`config.mk`:
```
export PLATFORM = sky130hd
export DESIGN_NAME = deadline_tracker
export DESIGN_NICKNAME = d
export VERILOG_FILES = /design/src/rtl/deadline_tracker_pkg.sv /design/src/rtl/deadline_tracker_axis.sv /design/src/rtl/deadline_tracker.sv
export SDC_FILE = /design/constraint.sdc
export NUM_CORES = 1
export LEC_CHECK = 0
export CORE_ASPECT_RATIO = 1.4
export CORE_MARGIN = 2
export CORE_UTILIZATION = 30
export DETAILED_ROUTE_END_ITERATION = 10
export PLACE_DENSITY = 0.58
export SKIP_LAST_GASP = 1
export SLEW_MARGIN = 20
export SYNTH_ARGS = -nofsm -noshare
export SYNTH_HDL_FRONTEND = slang
export SYNTH_SLANG_ARGS = --single-unit
export TNS_END_PERCENT = 30
```
`constraint.sdc`:
```
create_clock -name clk -period 12.5 [get_ports clk]
set_input_delay 3.75 -clock clk [delete_from_list [all_inputs] [get_ports clk]]
set_output_delay 3.75 -clock clk [all_outputs]
set_load 0.05 [all_outputs]
```
`src/rtl/deadline_tracker_pkg.sv`:
```
// Shared game definitions for the deadline chase: state encoding, screen and
// sprite geometry, coordinate widths and the 1-D box overlap helper.
package deadline_tracker_pkg;

  localparam logic [1:0] ST_IDLE   = 2'd0;
  localparam logic [1:0] ST_RUN    = 2'd1;
  localparam logic [1:0] ST_PAUSED = 2'd2;
  localparam logic [1:0] ST_CAUGHT = 2'd3;

  localparam int DEF_SCREEN_W    = 1280;
  localparam int DEF_SCREEN_H    = 1024;
  localparam int DEF_SPRITE_SIZE = 256;

  localparam int X_W    = 11;
  localparam int Y_W    = 10;
  localparam int STEP_W = 4;
  localparam int CMP_W  = 12;

  typedef struct packed {
    logic [X_W-1:0] x;
    logic [Y_W-1:0] y;
  } pos_t;

  // Strict inequalities: boxes that only share an edge do not overlap.
  function automatic logic span_overlap(input logic [CMP_W-1:0] p,
                                        input logic [CMP_W-1:0] psz,
                                        input logic [CMP_W-1:0] d,
                                        input logic [CMP_W-1:0] dsz);
    return (p < d + dsz) && (p + psz > d);
  endfunction

endpackage

```
`src/rtl/deadline_tracker_axis.sv`:
```
// One axis of deadline movement: step toward a signed target, snap when
// within one step, clamp to [0, max_pos]. Purely combinational.
module axis_stepper
  import deadline_tracker_pkg::*;
#(
  parameter int W = 11
) (
  input  logic [W-1:0]      pos,
  input  logic signed [W:0] target,
  input  logic [STEP_W-1:0] step,
  input  logic [W-1:0]      max_pos,
  output logic [W-1:0]      next_pos
);

  // Two extra bits so target-pos and pos-step never wrap.
  logic signed [W+1:0] p_s, t_s, s_s, m_s, diff, raw;

  assign p_s  = $signed({2'b00, pos});
  assign t_s  = $signed({target[W], target});
  assign s_s  = $signed((W+2)'(step));
  assign m_s  = $signed({2'b00, max_pos});
  assign diff = t_s - p_s;

  always_comb begin
    raw = t_s;
    if (diff > s_s)       raw = p_s + s_s;
    else if (diff < -s_s) raw = p_s - s_s;

    next_pos = raw[W-1:0];
    if (raw < 0)        next_pos = '0;
    else if (raw > m_s) next_pos = max_pos;
  end

endmodule

```
`src/rtl/deadline_tracker.sv`:
```
// Deadline sprite position and chase FSM: moves toward the player once per
// frame, ramps its speed, and flags a catch on box overlap.
module deadline_tracker
  import deadline_tracker_pkg::*;
#(
  parameter int SCREEN_W    = DEF_SCREEN_W,
  parameter int SCREEN_H    = DEF_SCREEN_H,
  parameter int SPRITE_SIZE = DEF_SPRITE_SIZE,
  parameter int PLAYER_SIZE = 32,
  parameter int START_X     = 0,
  parameter int START_Y     = 0,
  parameter int INIT_STEP   = 1,
  parameter int MAX_STEP    = 8,
  parameter int RAMP_FRAMES = 120
) (
  input  logic              clk,
  input  logic              reset,
  input  logic              frame_tick,
  input  logic              start,
  input  logic              pause,
  input  logic [X_W-1:0]    player_x,
  input  logic [Y_W-1:0]    player_y,
  output logic [X_W-1:0]    deadline_x,
  output logic [Y_W-1:0]    deadline_y,
  output logic              caught,
  output logic              running,
  output logic [STEP_W-1:0] step
);

  localparam int CNT_W = (RAMP_FRAMES > 1) ? $clog2(RAMP_FRAMES) : 1;
  localparam int OFS   = PLAYER_SIZE/2 - SPRITE_SIZE/2;
  localparam logic [X_W-1:0] MAX_X = X_W'(SCREEN_W - SPRITE_SIZE);
  localparam logic [Y_W-1:0] MAX_Y = Y_W'(SCREEN_H - SPRITE_SIZE);

  logic [1:0]         state, state_nxt;
  logic [CNT_W-1:0]   frame_cnt;
  logic signed [X_W:0] tx;
  logic signed [Y_W:0] ty;
  pos_t               nxt;
  logic               hit, move, reload;

  // Centre the deadline on the player; may be negative near the top-left.
  assign tx = $signed({1'b0, player_x}) + $signed((X_W+1)'(OFS));
  assign ty = $signed({1'b0, player_y}) + $signed((Y_W+1)'(OFS));

  axis_stepper #(.W(X_W)) u_step_x (
    .pos(deadline_x), .target(tx), .step(step), .max_pos(MAX_X), .next_pos(nxt.x)
  );
  axis_stepper #(.W(Y_W)) u_step_y (
    .pos(deadline_y), .target(ty), .step(step), .max_pos(MAX_Y), .next_pos(nxt.y)
  );

  // Catch is judged on where the deadline lands this frame.
  assign hit = span_overlap(CMP_W'(player_x), CMP_W'(PLAYER_SIZE),
                            CMP_W'(nxt.x), CMP_W'(SPRITE_SIZE)) &&
               span_overlap(CMP_W'(player_y), CMP_W'(PLAYER_SIZE),
                            CMP_W'(nxt.y), CMP_W'(SPRITE_SIZE));

  assign move   = (state == ST_RUN) && frame_tick && !pause;
  assign reload = start && ((state == ST_IDLE) || (state == ST_CAUGHT));

  always_comb begin
    state_nxt = state;
    case (state)
      ST_IDLE:   if (start) state_nxt = ST_RUN;
      ST_RUN:    if (pause) state_nxt = ST_PAUSED;
                 else if (frame_tick && hit) state_nxt = ST_CAUGHT;
      ST_PAUSED: if (!pause) state_nxt = ST_RUN;
      ST_CAUGHT: if (start) state_nxt = ST_RUN;
      default:   state_nxt = ST_IDLE;
    endcase
  end

  always_ff @(posedge clk) begin
    if (reset) begin
      state      <= ST_IDLE;
      caught     <= 1'b0;
      running    <= 1'b0;
      deadline_x <= X_W'(START_X);
      deadline_y <= Y_W'(START_Y);
      step       <= STEP_W'(INIT_STEP);
      frame_cnt  <= '0;
    end else begin
      state   <= state_nxt;
      caught  <= (state_nxt == ST_CAUGHT);
      running <= (state_nxt == ST_RUN);
      if (reload) begin
        deadline_x <= X_W'(START_X);
        deadline_y <= Y_W'(START_Y);
        step       <= STEP_W'(INIT_STEP);
        frame_cnt  <= '0;
      end else if (move) begin
        deadline_x <= nxt.x;
        deadline_y <= nxt.y;
        if (frame_cnt == CNT_W'(RAMP_FRAMES - 1)) begin
          frame_cnt <= '0;
          if (step < STEP_W'(MAX_STEP)) step <= step + STEP_W'(1);
        end else begin
          frame_cnt <= frame_cnt + CNT_W'(1);
        end
      end
    end
  end

endmodule

```
==> summary.md <==
| Metric | Value |
|---|---|
| Core area | `20400 um2` |
| Ys flop type | `dfxtp_1` |
| Detailed Route Iter0 Violations | `267` |
| DR top layer | `met4` |
| R2r startpoint | `deadline_y[0]` |
| Outcome | `complete, no violations` |
| Pwr/cell area | `between 90 and 100 nW/um2` |
| Starting Density | `between 30 and 40%` |
| Max Cap Violations | `0` |
| Metal2 WL | `9953 um` |
| Buf/Inv on CP | `3` |
| Vias in the first global route | `5938` |
| # DRC | `0` |
| Cts hold-fix bufs | `0` |
| DIE WIDTH | `125.6 um` |
| Largest net degree at the start of global routing | `22` |
| Drt pass-1 iters | `5` |
| Post-synthesis area per instance | `about 7.6 um2` |
| Hold Path Depth | `2` |
| Layout Utilization | `34.95%` |
| Netlist cell types | `~80` |
| CP most frequent cell | `ha_1` |
| Sequential share of the synthesized area | `11.61%` |
| Worst Tran Pin Value | `between 0.8 and 0.9 ns` |
| # port buffers | `52` |
| Max Clk Rate | `0.08917 GHz` |
| Post-route cell area | `7131 um2` |
| Diode count | `0` |
| Hold Path Class | `reg -> reg` |
| Wirelength per Cell | `between 15 and 20 um` |
| CP peak stage delay | `about 0.6 ns` |
| Crit path arrival time | `between 10 and 15 ns` |
| FF-to-FF path depth | `30` |
| Hold path startpoint | `frame_cnt[6]` |
| Critical Path Source | `player_x[4]` |
| Die H | `174.2 um` |
| Rows | `62` |
| Gpl congestion | `0.8736` |
| WL met1 | `7927 um` |
| Synth warnings | `0` |
| Via count | `roughly 6000` |
| Syn nets | `between 900 and 1000` |
| Period utilization | `approximately nine tenths` |
| Fill count | `2184` |
| Ys async rst share | `0%` |
| Worst R2R End | `running` |
| Period minus WS final | `11.21 ns` |
| Worst setup SP type | `input port` |
| I/O Pins | `53` |
| Routed vias/inst | `5.449` |
| Setup Viol. Count Final | `0` |
| Share of layout cells above drive strength 1 | `4.545%` |
| CTS resizes | `0` |
| Setup bufs post-CTS | `0` |
| Number of storage elements in the synthesis netlist | `36` |
| Cts bufs inserted | `5` |
| R2r setup slk | `approximately 4.8 ns` |
| Tot Pwr | `0.0006894 W` |
| Cell Area, Placed | `6978 um2` |
| Worst-Skew Late Latency | `between 0.2 and 0.3 ns` |
| Max-slew violation count | `0` |
| Max_slew headroom | `42.62%` |
| Routed WL | `18900 um` |
| Total GRT Usage | `17.10%` |
| Worst-case clock buffer depth | `2` |
| Max FO, Critical Path | `21` |
| WL met3 | `about 500 um` |
| CTS H-tree depth | `2` |
| Delay-heaviest family, CP | `compound AO/OA/AOI/OAI gates` |
| First-pass GRT wire length | `30630 um` |
| Gr ovfl total | `0` |
| Post-Syn Area | `6208 um2` |
| CTS tree | `done` |
| Final ANT Viol Nets | `0` |
| CP required | `between 10 and 15 ns` |
| Worst hold slack | `~0.46 ns` |
| Skew final | `approximately 0.0040 ns` |
| Post-Synthesis Cells | `816` |
| Slowest library cell on the worst path | `clkdlybuf4s50_1` |
| Clk sinks | `36` |
| Setup Crit Path Kind | `in -> reg` |
| Die area | `about 22000 um2` |
| Synth-to-Final Area Change | `14.85%` |
| Initial antenna violation count | `0` |
| Final nets | `1001` |
| VDD IR max | `0.06009 mV` |
| Clock-pin slew on the worst setup and hold paths | `0.05 ns` |
| Fin Setup TNS | `0 ns` |
| LEAKAGE | `between 2 and 3 nW` |
| Hpwl dp | `15590 um` |
| Hold EP | `frame_cnt[6]` |
| Fin. Hold Viols | `0` |
| Root buf cell | `clkbuf_16` |
| Nature of the critical path endpoint | `flip-flop` |
| EDFF count, synth | `0` |
| RSZ-0062 raised after global routing | `false` |
synthesized netlist by cell type, drive strengths merged (16+ instances only):
master	instances	share of area (%)
ha	112	23
nand2	74	4.5
inv	69	4.2
nor2	61	3.7
a21oi	59	4.9
o21ai	40	3.2
dfxtp	36	12
xnor2	30	4.2
nor3	25	2.2
nand3	23	1.9
a21o	22	2.8
xor2	21	3.0
nand2b	19	1.9
nor2b	16	1.6
placed cells by master (no fill, tap or decap), drive strengths merged, types with 5 or more instances in the layout:
| cell | count |
|---|---|
| nor2 | 61 |
| inv | 69 |
| a211o | 6 |
| nor3 | 25 |
| xor2 | 21 |
| and3 | 9 |
| o31ai | 6 |
| o21bai | 8 |
| xnor2 | 30 |
| nand2 | 74 |
| a2111oi | 6 |
| nand4 | 14 |
| and2 | 7 |
| o21ai | 40 |
| dfxtp | 36 |
| o21a | 15 |
| a21o | 22 |
| ha | 112 |
| mux2i | 15 |
| nor4 | 5 |
| nor2b | 16 |
| a32o | 6 |
| fa | 6 |
| o211ai | 6 |
| nand3 | 23 |
| a21oi | 59 |
| clkbuf | 8 |
| a211oi | 8 |
| nand2b | 19 |
| or2 | 5 |
| or3 | 7 |
| clkdlybuf4s50 | 52 |
where the power goes:
| group | total [W] | internal (W) | switching, W |
|---|---|---|---|
| combinational | 0.000435 | 0.000175 | 0.000260 |
| clock | 0.000126 | 0.0000795 | 0.0000465 |
| sequential | 0.000128 | 0.000121 | 0.00000757 |
| total | 0.000689 | 0.000375 | 0.000314 |
worst max-delay path by stage:
stage,to,slack (ns),cells past startpoint
floorplan,running,2.42,31
global placement,running,1.09,33
detailed placement,running,1.05,33
CTS,running,1.31,33
global route,running,0.51,33
finish,running,1.29,33
final cells by class:
cell class | count | area [um2] | area share [%]
clock buffers | 8 | 146.4 | 2.053
inverters | 69 | 259.0 | 3.632
multi-input cells | 689 | 5134 | 72.00
flip-flops and latches | 36 | 720.7 | 10.11
well taps | 256 | 320.3 | 4.492
repair buffers | 56 | 550.5 | 7.721
per-layer routing:
metal / vias to the layer above / track usage [%]
met5: - / 0
met4: 0 / 5.741
met3: 35 / 1.508
met2: 113 / 32.36
met1: 2887 / 19.92
li1: 3035 / -
worst reg2reg max path, delay by kind of cell (launching register included):
kind / cells / cell delay (ns)
adders and majority gates: 4 / 1.20
and+or+nand+nor: 5 / 1.12
xor gates and xnor gates: 1 / 0.16
buffers and inverters: 1 / 0.06
AOI/OAI and AO/OA: 17 / 4.02
muxes: 2 / 0.58
DFF: 1 / 0.45
stage by stage:
| stage | setup slack [ns] | std cells |
|---|---|---|
| floorplan | 2.421 | 816 |
| global placement | 1.091 | 1106 |
| detailed placement | 1.051 | 1106 |
| CTS | 1.307 | 1114 |
| global route | 0.5137 | 1114 |
| finish | 1.286 | 1114 |
cells by family (layout without fill, tap and decap cells):
group	count (synthesis)	after routing	synth area share, %
AOI/OAI and AO/OA	221	221	24.91
muxes	18	18	3.023
adders and majority gates	118	118	24.51
xor gates and xnor gates	51	51	7.195
and+or+nand+nor	281	281	22.85
DFF	36	36	11.61
buffers and inverters	91	133	5.905
flip-flops by register name, summed over array words and instances (netlist names):
name        cells
state           2
caught          1
deadline_y     10
frame_cnt       7
running         1
step            4
deadline_x     11
Note: power is estimated with default switching activity, not from simulation.
